## src/rtl/fetch_stage.sv

```systemverilog
// fetch_stage: instruction fetch with IF/ID register, stall buffering, branch delay slot and exception redirect
module fetch_stage (
  input  logic        clk,
  input  logic        rst,
  input  logic        stallD,
  input  logic        flushD,
  input  logic        redirect_d,
  input  logic [31:0] redirect_pc_d,
  input  logic        exc_redirect,
  input  logic [31:0] exc_pc,
  output logic        inst_req,
  output logic [31:0] inst_addr,
  input  logic [31:0] inst_rdata,
  input  logic        inst_ok,
  output logic [31:0] pc_d,
  output logic [31:0] pc_plus4_d,
  output logic [31:0] instr_d,
  output logic        valid_d,
  output logic        adel_d
);
  typedef enum logic [1:0] {FETCH, HOLD, DISCARD} state_t;
  state_t      state;
  logic [31:0] pc_f, hold_buf, pend_pc, next_pc;
  logic        pend_v, mis, accept, advance, busy;
  assign mis        = pc_f[1:0] != 2'b00;
  assign inst_req   = state == FETCH && !mis;
  assign inst_addr  = pc_f;
  assign pc_plus4_d = pc_d + 32'd4;
  assign accept     = redirect_d && valid_d && !stallD;
  assign advance    = !stallD && (state == HOLD || (state == FETCH && (mis || inst_ok)));
  assign next_pc    = accept ? redirect_pc_d : pend_v ? pend_pc : pc_f + 32'd4;
  // a memory response is still owed to us; it must be swallowed after an exception
  assign busy       = !inst_ok && (inst_req || state == DISCARD);
  always_ff @(posedge clk) begin
    if (rst) begin
      state    <= FETCH;
      pc_f     <= 32'hBFC0_0000;
      pend_v   <= 1'b0;
      pend_pc  <= 32'd0;
      hold_buf <= 32'd0;
      pc_d     <= 32'd0;
      instr_d  <= 32'd0;
      valid_d  <= 1'b0;
      adel_d   <= 1'b0;
    end else if (exc_redirect) begin
      pc_f    <= exc_pc;
      pend_v  <= 1'b0;
      state   <= busy ? DISCARD : FETCH;
      instr_d <= 32'd0;
      valid_d <= 1'b0;
      adel_d  <= 1'b0;
    end else begin
      if (advance) begin
        pc_f   <= next_pc;
        pend_v <= 1'b0;
      end else if (accept) begin
        pend_v  <= 1'b1;
        pend_pc <= redirect_pc_d;
      end
      if (state == FETCH && inst_ok && !mis && stallD) begin
        hold_buf <= inst_rdata;
        state    <= HOLD;
      end else if ((state == HOLD && !stallD) || (state == DISCARD && inst_ok))
        state <= FETCH;
      if (flushD || (!stallD && !advance)) begin
        instr_d <= 32'd0;
        valid_d <= 1'b0;
        adel_d  <= 1'b0;
      end else if (advance) begin
        pc_d    <= pc_f;
        instr_d <= state == HOLD ? hold_buf : mis ? 32'd0 : inst_rdata;
        valid_d <= 1'b1;
        adel_d  <= state == FETCH && mis;
      end
    end
  end
endmodule

```

## config.mk

```make
export PLATFORM = sky130hd
export DESIGN_NAME = fetch_stage
export DESIGN_NICKNAME = d
export VERILOG_FILES = /design/src/rtl/fetch_stage.sv
export SDC_FILE = /design/constraint.sdc
export NUM_CORES = 1
export LEC_CHECK = 0
export CAP_MARGIN = 20
export CORE_AREA = 2 2 134 136
export DETAILED_ROUTE_END_ITERATION = 10
export DIE_AREA = 0 0 136 138
export PLACE_DENSITY = 0.79
export SYNTH_ARGS = -nofsm -noshare
export SYNTH_HDL_FRONTEND = slang
export SYNTH_SLANG_ARGS = --single-unit
```

## constraint.sdc

```tcl
create_clock -name clk -period 2.9 [get_ports clk]
set_clock_uncertainty 0.05 [all_clocks]
set_input_delay 0.58 -clock clk [delete_from_list [all_inputs] [get_ports clk]]
set_output_delay 0.58 -clock clk [all_outputs]
set_load 0.01 [all_outputs]
```

==> impl_metrics.json <==
{
  "grt_setup_unrepaired": "yes",
  "num_vias": 8863,
  "port_buffers": 233,
  "timing.rr.start": "inst_addr[4]$_SDFFE_PP0P_",
  "clkTransAtPathRegs_ns": 0.07,
  "grt.total_usage": 0.276,
  "crit_type": "flip-flop to primary output",
  "synthAdderAreaFrac": 0.00308,
  "r2r_end": "inst_addr[17]$_SDFFE_PP0P_",
  "synth-xor-area-share": 0.0366,
  "cts_tree": "built",
  "crit_path_max_fanout": 5,
  "crit_path_top_delay_cell": "dfxtp_4",
  "setup_viol": 0,
  "syn_nets": 1184,
  "synthArstFlopShare": 0,
  "post-route-period-util": 0.995,
  "drv_slew": 0,
  "clockBufferDepth": 2,
  "routedWlPerCell_um": 17.3,
  "dr.pass1.iters": 5,
  "slew_headroom": 0.409,
  "muxShareOfSynthArea": 0.00738,
  "timing_hold_violations_final": 0,
  "startpoint_type": "flip-flop",
  "worst-r2r-cell-count": 5,
  "synth_common_cells": "nand2_1, dfxtp_1, a21oi_1",
  "fmax_ghz": 0.346,
  "ys.flop_type": "dfxtp_1",
  "end_kind": "primary output",
  "ys_warn_count": 0,
  "syn_avg_cell_area_um2": 7.54,
  "die_area_um2": 18800,
  "ir_worst_vdd_v": 0.000438,
  "fin_crit_ns": 2.89,
  "synth-compound-area-share": 0.208,
  "power.share.clock": 0.402,
  "synth_top_area_share": 0.406,
  "ff2ff_setup_slack_ns": 0.69,
  "syn_inst": 1079,
  "finalInstanceArea_um2": 11600,
  "cts_sinks": 165,
  "status": "completed",
  "synth.distinct_cells": 70,
  "p_seq_frac": 0.447,
  "netlist_top_cells_area": "dfxtp_1, nand2_1, a21oi_1, a221oi_1, nor2_1",
  "synth.most_common_cell": "nand2_1",
  "grt_pass1_wl_um": 41700,
  "ys_ff_latch": 165,
  "ios": 234,
  "cpLargestDelayFamily": "simple AND/OR/NAND/NOR gates",
  "worstMarginPinSlew_ns": 0.885,
  "totalWireLength_um": 26700,
  "dpl-instance-area_um2": 10900,
  "min_path_type": "flip-flop to flip-flop",
  "core-area_um2": 17500,
  "maxCapViolCount": 0,
  "ctsRootBufferMaster": "clkbuf_16",
  "areaGrowthSynthToFinish_pct": 42.2,
  "antenna_found_initial": 1,
  "cpPeakStageDelay_ns": 0.37,
  "cp.arrival_ns": 2.26,
  "hold_path_startpoint": "pend_pc[27]$_SDFFE_PP0P_",
  "leakage_nw": 4.21,
  "pwr_density_cell_nw_per_um2": 471,
  "remaining_drc_errors": 0,
  "pwr-share-comb": 0.151,
  "dp_slack_ns": -0.0717,
  "finish.net_count": 1404,
  "die_h_um": 138,
  "viasPerCell": 5.75,
  "drive_above_1_share": 0.120,
  "grt_max_degree": 51,
  "synth_edf_count": 0,
  "clk_latency_ns": 0.44,
  "cts_buffers": 17,
  "setup_slack_ns": 0.0139,
  "internal-power_mw": 3.89,
  "timing.hold.ws_ns": 0.401,
  "htreeDepth": 4,
  "whs_endpoint": "pend_pc[27]$_SDFFE_PP0P_",
  "power_mw": 5.45,
  "swShare": 0.286,
  "yosys.area.top_type": "dfxtp_1",
  "ant_nets": 0,
  "path_cells": "nand4_1 > nor4_2 > buf_4 > or2b_4 > buf_6 > nor2_4 > xor2_1 > buf_2",
  "ys_seq_area_frac": 0.406,
  "grt.overflow.total": 0,
  "dp_hpwl_um": 18800,
  "crit_required_ns": 2.27,
  "initialDrtViolationCount": 736,
  "syn_area_um2": 8140,
  "routabilityCongestion": 0.938,
  "synth_top_family_by_area": "simple AND/OR/NAND/NOR gates",
  "synth_simple_gate_area_frac": 0.280,
  "path_buf_inv": 3,
  "fp-row-count": 49,
  "hold_depth": 2,
  "die_x_um": 136,
  "grt_pass1_vias": 8237,
  "start_util": 0.464,
  "p_switching_mw": 1.56
}
[state kept, by name (all words and copies together) (netlist names)]
| signal | flops |
|---|---|
| hold_buf | 32 |
| inst_addr | 32 |
| instr_d | 32 |
| pc_d | 32 |
| pend_pc | 32 |
| state | 2 |
| adel_d | 1 |
| pend_v | 1 |
| valid_d | 1 |
[worst register-to-register path: stages (launching register included)]
cell	delay [ns]
dfxtp_1	0.55
nand4_1	0.36
or4_4	0.62
o31ai_2	0.19
o211ai_1	0.14
a221oi_2	0.22
[stage by stage]
step | util | setup TNS, ns | std cells
after global placement | 0.623 | 0 | 1508
after detailed placement | 0.623 | -0.152 | 1508
final | 0.660 | 0 | 1542
after floorplan | - | 0 | 1079
after CTS | 0.658 | 0 | 1541
after global routing | 0.660 | -0.336 | 1542
[cells by family after synthesis]
family	after synthesis
and+or+nand+nor	499
AOI/OAI and AO/OA	261
DFF	165
buffers and inverters	112
xor gates and xnor gates	34
muxes	6
adders and majority gates	2
[worst max path at each step]
stage / from / to / slack, ns / cells past startpoint
2_1_floorplan: pc_d[2]$_SDFFE_PP0P_ / pc_plus4_d[24] / 0.36 / 7
3_3_place_gp: pc_d[4]$_SDFFE_PP0P_ / pc_plus4_d[23] / 0.02 / 8
3_5_place_dp: pc_d[4]$_SDFFE_PP0P_ / pc_plus4_d[23] / -0.07 / 8
4_1_cts: pc_d[2]$_SDFFE_PP0P_ / pc_plus4_d[20] / 0.008 / 7
5_1_grt: pc_d[4]$_SDFFE_PP0P_ / pc_plus4_d[23] / -0.1 / 8
6_report: pc_d[4]$_SDFFE_PP0P_ / pc_plus4_d[23] / 0.01 / 8
[repair_timing]
action	in CTS	in global routing
hold buffers	0	0
endpoints found under the setup margin	15	18
resized for setup	55	33
buffers inserted	1	0
pin swaps	1	5
[power by group through the flow]
stage | logic, mW | registers [mW] | clock network, mW
after floorplan | 0.372 | 2.47 | 0
after global placement | 0.811 | 2.48 | 0
after CTS | 0.821 | 2.43 | 2.22
after global routing | 0.890 | 2.44 | 2.32
final | 0.823 | 2.43 | 2.19
after detailed placement | 0.822 | 2.48 | 0
[layer usage]
layer  share of wire  vias up  track usage  wire length (um)
met5               0        -            0                 0
met4           0.036        0        0.130               950
met3           0.094       73       0.0796              2520
met2            0.47      441        0.440             12600
met1            0.40     4111        0.344             10600
li1                -     4238            -                 -
[layout make-up]
cell class	instances	area, um2
Clock inverter	15	153
Tap cell	229	287
Fill cell	1508	5970
Sequential cell	165	3310
Multi-Input combinational cell	802	4480
Clock buffer	17	425
Inverter	21	78.8
Antenna cell	1	2.50
Timing Repair Buffer	292	2830
[cells in the final DEF, fill, tap and decap left out, types with 13 or more instances in the layout]
cell type / Yosys / routed
clkdlybuf4s50_1: 0 / 212
buf_4: 4 / 50
dfxtp_1: 165 / 160
nand3_1: 52 / 50
xor2_1: 14 / 14
nand2_1: 249 / 249
xnor2_1: 20 / 20
o21ai_0: 20 / 20
clkbuf_16: 0 / 17
a221oi_1: 38 / 38
nor3_1: 44 / 41
inv_1: 20 / 20
nand4_1: 13 / 13
nor2_1: 80 / 71
a21oi_1: 131 / 131
No activity file was read; power rests on OpenSTA's default activity.
